[src/rtl/fibo_pkg.sv]
// Shared constants for the Fibonacci controller: FSM states, ALU opcodes and
// register-file indices of the 4-register datapath.
package fibo_pkg;

    typedef enum logic [3:0] {
        IDLE,
        LD0,
        LD1,
        LD2,
        LD3,
        CHK,
        ADDA,
        DECA,
        ADDB,
        DECB,
        OUT
    } state_t;

    localparam logic [2:0] FIBO_OP_ADD   = 3'b000;
    localparam logic [2:0] FIBO_OP_SUB   = 3'b001;
    localparam logic [2:0] FIBO_OP_PASSA = 3'b010;

    // R0/R1 alternate Fibonacci terms, R2 counts down, R3 holds constant 1.
    localparam logic [1:0] R0 = 2'd0;
    localparam logic [1:0] R1 = 2'd1;
    localparam logic [1:0] R2 = 2'd2;
    localparam logic [1:0] R3 = 2'd3;

endpackage

[src/rtl/fibo_controller.sv]
// Moore controller sequencing a 4-register ALU datapath to compute F(n);
// the result is left on the datapath bus via a PASSA read of res_sel.
module fibo_controller
    import fibo_pkg::*;
#(
    parameter int unsigned size     = 4,
    parameter logic [2:0]  OP_ADD   = FIBO_OP_ADD,
    parameter logic [2:0]  OP_SUB   = FIBO_OP_SUB,
    parameter logic [2:0]  OP_PASSA = FIBO_OP_PASSA
) (
    input  logic            clk,
    input  logic            rst_n,
    input  logic            start,
    input  logic [size-1:0] n,
    input  logic            zero_flag,
    output logic [1:0]      wrt_addr,
    output logic            wrt_en,
    output logic            load_data,
    output logic [1:0]      rd_addr1,
    output logic [1:0]      rd_addr2,
    output logic [2:0]      alu_opcode,
    output logic [size-1:0] count,
    output logic            busy,
    output logic            done
);

    state_t          state, state_next;
    logic [1:0]      res_sel, res_sel_next;
    logic [size-1:0] n_latched, n_latched_next;

    always_ff @(posedge clk or negedge rst_n) begin
        if (!rst_n) begin
            state     <= IDLE;
            res_sel   <= R1;
            n_latched <= '0;
        end else begin
            state     <= state_next;
            res_sel   <= res_sel_next;
            n_latched <= n_latched_next;
        end
    end

    // zero_flag is the combinational ALU flag of the operation issued this cycle.
    always_comb begin
        state_next     = state;
        res_sel_next   = res_sel;
        n_latched_next = n_latched;
        case (state)
            IDLE: begin
                if (start) begin
                    state_next     = LD0;
                    n_latched_next = n;
                end
            end
            LD0:  state_next = LD1;
            LD1:  state_next = LD2;
            LD2:  state_next = LD3;
            LD3:  state_next = CHK;
            CHK: begin
                if (zero_flag) begin
                    res_sel_next = R1;
                    state_next   = OUT;
                end else begin
                    state_next   = ADDA;
                end
            end
            ADDA: state_next = DECA;
            DECA: begin
                if (zero_flag) begin
                    res_sel_next = R0;
                    state_next   = OUT;
                end else begin
                    state_next   = ADDB;
                end
            end
            ADDB: state_next = DECB;
            DECB: begin
                if (zero_flag) begin
                    res_sel_next = R1;
                    state_next   = OUT;
                end else begin
                    state_next   = ADDA;
                end
            end
            OUT:     state_next = IDLE;
            default: state_next = IDLE;
        endcase
    end

    always_comb begin
        wrt_addr   = R0;
        wrt_en     = 1'b0;
        load_data  = 1'b0;
        rd_addr1   = res_sel;
        rd_addr2   = R0;
        alu_opcode = OP_PASSA;
        count      = '0;
        busy       = (state != IDLE);
        done       = 1'b0;
        case (state)
            LD0: begin
                wrt_addr  = R0;
                wrt_en    = 1'b1;
                load_data = 1'b1;
                count     = size'(1);
            end
            LD1: begin
                wrt_addr  = R1;
                wrt_en    = 1'b1;
                load_data = 1'b1;
            end
            LD2: begin
                wrt_addr  = R2;
                wrt_en    = 1'b1;
                load_data = 1'b1;
                count     = n_latched;
            end
            LD3: begin
                wrt_addr  = R3;
                wrt_en    = 1'b1;
                load_data = 1'b1;
                count     = size'(1);
            end
            CHK: begin
                alu_opcode = OP_SUB;
                rd_addr1   = R2;
                rd_addr2   = R1;
            end
            ADDA, ADDB: begin
                alu_opcode = OP_ADD;
                rd_addr1   = R0;
                rd_addr2   = R1;
                wrt_addr   = (state == ADDA) ? R0 : R1;
                wrt_en     = 1'b1;
            end
            DECA, DECB: begin
                alu_opcode = OP_SUB;
                rd_addr1   = R2;
                rd_addr2   = R3;
                wrt_addr   = R2;
                wrt_en     = 1'b1;
            end
            OUT: begin
                done = 1'b1;
            end
            default: ;
        endcase
    end

endmodule

[config.mk]
export PLATFORM = sky130hd
export DESIGN_NAME = fibo_controller
export DESIGN_NICKNAME = d
export VERILOG_FILES = /design/src/rtl/fibo_pkg.sv /design/src/rtl/fibo_controller.sv
export SDC_FILE = /design/constraint.sdc
export NUM_CORES = 1
export LEC_CHECK = 0
export ABC_AREA = 1
export BUFFER_PORTS_ARGS = -buffer_cell sky130_fd_sc_hd__buf_4
export CORE_AREA = 4 4 41 43
export CTS_BUF_LIST = sky130_fd_sc_hd__clkbuf_4 sky130_fd_sc_hd__clkbuf_8 sky130_fd_sc_hd__clkbuf_16
export CTS_CLUSTER_DIAMETER = 100
export CTS_CLUSTER_SIZE = 40
export DETAILED_ROUTE_END_ITERATION = 10
export DIE_AREA = 0 0 45 47
export PLACE_DENSITY = 0.76
export RECOVER_POWER = 50
export SETUP_SLACK_MARGIN = 0.4
export SYNTH_ARGS = -nofsm -noshare
export SYNTH_HDL_FRONTEND = slang
export SYNTH_SLANG_ARGS = --single-unit
[constraint.sdc]
create_clock -name clk -period 2.7 [get_ports clk]
set_clock_uncertainty 0.2 [all_clocks]
set_input_delay 0.135 -clock clk [delete_from_list [all_inputs] [get_ports clk]]
set_output_delay 0.135 -clock clk [all_outputs]
set_load 0.01 [all_outputs]
Word level (Yosys, flattened, before mapping)
Index checks and enable logic that the tools add are counted. Widths: inputs -> output; s select.

Output and inout port bits: 17. Input bits: 8. Bits in registers: 10. Word-level logic and storage cells: 46.

Muxes and demuxes: 16. Eq/ne operators: 13. Reduce and logical (&&, ||, !) cells: 14.

Operators by type and width (count): $pmux 4 s9 (1); $eq 4x3->1 const B (4); $pmux 2 s2 (4); $eq 4x4->1 const B (3); $reduce_or 3->1 (3); $eq 4x2->1 const B (2); $mux 4 (2); $pmux 2 s4 (1); $pmux 4 s2 (1); $reduce_or 2->1 (4); $reduce_or 8->1 (1); $mux 2 (3); $eq 4x1->1 const B (1); $logic_not 4->1 (1); $mux 1 (4); $ne 2x2->1 const B (2); $reduce_bool 4->1 (1); $reduce_or 4->1 (1); $reduce_and 3->1 (1); $ne 2x1->1 const B (1); $reduce_and 2->1 (1); $reduce_bool 2->1 (1).

Longest topological paths before layout
Word-level depth: 4. Mapped depth: 6. Depth with buffers taken out: 6.

Worst setup path after synthesis
Ideal clock, no wire load.

Kind: reg-to-output. Start point: register state[2]. End point: output rd_addr1[1]. Arrival: 1165 ps. Cell stages (with the launch flop): 6. Buffers on the path: 1. Setup slack: 1200 ps. Data required time: 2365 ps. Cell sequence: dfrtp_1 inv_2 nor2_4 o21ai_2 o21ai_0 buf_4.

Cells in the longest elaborated chain, start to end: 3. Elaborated cells on any way between the ends: 8. Classes of those cells: eq/ne (5); mux (1); reduce/logical (2).

Ends and longest elaborated chain: from (decl) (RTL line fibo_controller.sv:27) `state_t state, state_next;`; from (signal assigned) (RTL line fibo_controller.sv:37) `state <= state_next;`; $eq 4x4->1 or $eq 4x3->1 (tied branches) (RTL line fibo_controller.sv:100) `case (state)`; $reduce_or 3->1 (no source line) or $reduce_or 2->1 (tied branches); $pmux 2 s2 (*) (RTL line fibo_controller.sv:100); to (decl) (RTL line fibo_controller.sv:19) `output logic [1:0] rd_addr1,`.

Mark *: on every way between the ends. The rest lies on a longest branch, timed or not.

Final worst setup path
Start point: register state[3]. End point: output alu_opcode[1].

Cells in the longest elaborated chain, start to end: 3. Elaborated cells on any way between the ends: 8. Classes of those cells: eq/ne (5); mux (1); reduce/logical (2).

Ends and longest elaborated chain: $eq 4x4->1 or $eq 4x3->1 (tied branches) (RTL line fibo_controller.sv:100); $reduce_or 3->1 (no source line) or $reduce_or 2->1 (tied branches); $pmux 2 s2 (*) (RTL line fibo_controller.sv:100); to (decl) (RTL line fibo_controller.sv:21) `output logic [2:0] alu_opcode,`.

Marked as above.

==> metrics.log <==
INFO  metric portBuffers = 23
INFO  metric sequential_element_share_of_the_synthesized_area = 37.7%
INFO  metric floorplan.io_pins = 25
INFO  metric vias = around 640
INFO  metric ff_latch_area = around 230 sq um
INFO  metric worstPathArrival = around 1.5 ns
INFO  metric power_per_cell_area = 1310 mW/mm^2
INFO  metric via_per_inst = around 4.8
INFO  metric path_clk_slew = ~0.060 ns
INFO  metric setup_repair_after_global_routing_missed_its_margin = no
INFO  metric clock_tree_from_tritoncts = yes
INFO  metric core_area = about 0.0013 sq mm
INFO  metric drt_first_pass_iters = 4
INFO  metric cts_resized = 0
INFO  metric pre_cts_slack = 1.16 ns
INFO  metric crit_slowest_cell = sky130_fd_sc_hd__dfrtp_1
INFO  metric cts_root_buf = sky130_fd_sc_hd__clkbuf_4
INFO  metric detail-route-antenna-nets = 0
INFO  metric initial_utilization = between 40% and 50%
INFO  metric die_w = approximately 45 um
INFO  metric drt_wl_total = 1500 um
INFO  metric number_of_synthesized_flops_with_an_enable_pin = 0
INFO  metric die_height = approximately 47 um
INFO  metric worst_slack = about 0.86 ns
INFO  metric cts_made_buffers = 3
INFO  metric synthMostInstantiatedCell = sky130_fd_sc_hd__nand2_1
INFO  metric crit_top_cell = sky130_fd_sc_hd__inv_1
INFO  metric antenna-diode-count = 0
INFO  metric hp-class = input pin to asynchronous set/reset pin
INFO  metric antenna_found_initial = 0
INFO  metric cts_sink_cnt = 9
INFO  metric worstSkewPairLatency = 0.25 ns
INFO  metric critPathMaxStageDelay = 0.43 ns
INFO  metric crit_path_cell_trace = inv_1 > nand2_2 > nor2_1 > nor2_2 > nand3_2 > inv_1 > buf_4
INFO  metric vdd_ir_drop_max = between 500 and 600 uV
INFO  metric worst_setup_path_start_kind = register
INFO  metric endpoint_of_the_worst_register_to_register_path = n_latched[0]$_DFFE_PN0P_
INFO  metric grt_first_pass_wirelength = ~2600 um
INFO  metric maxCapViolCount = 0
INFO  metric grt_start_max_net_pins = 10
INFO  metric synthesis.nets = 94
INFO  metric total_half_perimeter_wirelength_after_legalization_and_detailed_placement = roughly 1200 um
INFO  metric placer_s_final_routability_congestion_estimate = approximately 0.98
INFO  metric final_total_negative_setup_slack = 0 ns
INFO  metric hold_viol = 0
INFO  metric placementRows = 13
INFO  metric yosys_warnings = 0
INFO  metric avgSynthCellArea = 6.98 sq um
INFO  metric synthesis.instances = 86
INFO  metric drv_slew = 0
INFO  metric number_of_global_route_vias_before_repair = around 620
INFO  metric max-clock-path-buffers = 2
INFO  metric worst-r2r-cell-count = 4
INFO  metric rrSetupSlack = 0.98 ns
INFO  metric predominant_post_synthesis_flop_cell = sky130_fd_sc_hd__dfrtp_1
INFO  metric timing.critical_path.fanout_max = 4
INFO  metric grt.total_usage = between 10% and 20%
INFO  metric synth.largest_area_cell = sky130_fd_sc_hd__dfrtp_1
INFO  metric synth_area_leaders = sky130_fd_sc_hd__dfrtp_1 33%, sky130_fd_sc_hd__nand2_1 11%, sky130_fd_sc_hd__inv_1 8.1%
INFO  metric routedWlPerCell = between 10 and 15 um
INFO  metric multi_input_area = between 200 and 300 sq um
INFO  metric cts.htree.levels = 1
INFO  metric ys_async_sr_fraction = 100%
INFO  metric min_period_over_period = 68.0%
INFO  metric fin_total_pwr = 1130 uW
INFO  metric detailedRoute.firstIterationViolations = 8
INFO  metric max_clock_freq = 0.545 GHz
INFO  metric final_min_period = 1.84 ns
INFO  metric yosys.area.top_type_share = 33.3%
INFO  metric criticalPathCategory = register to output pin
INFO  metric total_leakage_power = ~0.00049 uW
INFO  metric total_global_routing_overflow = 0
INFO  metric r2r_start = state[2]$_DFFE_PN0P_
INFO  metric setup_violations = 0
INFO  metric fillerInstances = roughly 130
INFO  metric mappedNetlistArea = about 600 sq um
INFO  metric outcome = complete, no violations
INFO  metric synth_cell_types = 20
INFO  metric fp.dieArea = around 0.0021 sq mm
INFO  metric critical_path_sink_type = output pin
INFO  metric syn_to_final_growth = 43.3%
INFO  metric synth.ff_latch_count = 9
INFO  metric drcViolationCount = 0
INFO  metric final_layout_size_suffix_gt1_share = between 30% and 40%
INFO  metric netlist_top_cells_count = 17 x sky130_fd_sc_hd__nand2_1, 13 x sky130_fd_sc_hd__inv_1, 10 x sky130_fd_sc_hd__nor2_1, 8 x sky130_fd_sc_hd__dfrtp_1, 6 x sky130_fd_sc_hd__nand2_2
INFO  metric cp.required = 2.37 ns
INFO  metric nNetsFinal = 127
routing by layer:
layer,wire (um),up-vias,GRT usage [%]
met3,109,2,4.60
met1,586,289,18.5
met2,802,20,31.6
li1,-,327,-
met4,6,0,5.85
met5,0,-,0
power by group:
group | switching [uW] | internal [uW]
sequential | 51.0 | 208
clock | 44.2 | 66.8
combinational | 430 | 329
layout make-up:
type | count | share of cell area [%]
Tap cell | 15 | 2.18
Timing Repair Buffer | 30 | 27.8
Clock buffer | 4 | 3.49
Inverter | 16 | 6.98
Sequential cell | 9 | 26.3
Multi-Input combinational cell | 59 | 33.3
layout by cell type, fill, tap and decap left out, drive strengths merged:
| master | instances |
|---|---|
| a21oi | 4 |
| nand4 | 1 |
| nor3 | 1 |
| inv | 16 |
| conb | 1 |
| o211ai | 1 |
| nand3 | 4 |
| clkbuf | 5 |
| dlygate4sd3 | 7 |
| dfrtp | 8 |
| dfstp | 1 |
| nor2 | 17 |
| o21ai | 7 |
| buf | 22 |
| nand2 | 23 |
state kept, by name (all words and copies together) (netlist names):
signal and cells:
n_latched 4, state 4, res_sel 1
metrics by stage:
stage | hold WS [ns] | cells | area (sq um) | util (%)
2_1_floorplan | -0.361 | 86 | 601 | -
3_3_place_gp | -0.237 | 122 | 777 | 59.7
3_5_place_dp | -0.235 | 122 | 777 | 59.7
4_1_cts | 0.0341 | 133 | 877 | 67.4
5_1_grt | 0.184 | 133 | 861 | 66.2
6_report | 0.149 | 133 | 861 | 66.2
cell families after synthesis:
logic type | count (synthesis) | share of synthesized area (%)
buffers and inverters | 18 | 12.5
DFF | 9 | 37.7
other | 1 | 0.624
and+or+nand+nor | 46 | 38.1
AOI/OAI and AO/OA | 12 | 11.0
repair_timing:
action	in CTS	in global routing
hold buffers	7	0
hold endpoints to repair	18	0
setup endpoints to repair	0	0
buffers inserted	0	0
worst max-delay path: cells and delay by family, from the launching register on:
kind | cells | cell delay, ns
buf+inv | 3 | 0.30
flops | 1 | 0.43
simple gates | 4 | 0.52
worst max path at each step:
stage	slack, ns	to	depth (start not counted)	startpoint
2_1_floorplan	1.20	rd_addr1[1]	5	state[2]$_DFFE_PN0P_
3_3_place_gp	1.18	alu_opcode[1]	7	state[3]$_DFFE_PN0P_
3_5_place_dp	1.16	alu_opcode[1]	7	state[3]$_DFFE_PN0P_
4_1_cts	0.89	alu_opcode[1]	7	state[3]$_DFFE_PN0P_
5_1_grt	0.69	wrt_en	6	state[3]$_DFFE_PN0P_
6_report	0.86	alu_opcode[1]	7	state[3]$_DFFE_PN0P_
Power figures use the tool's default switching activity.
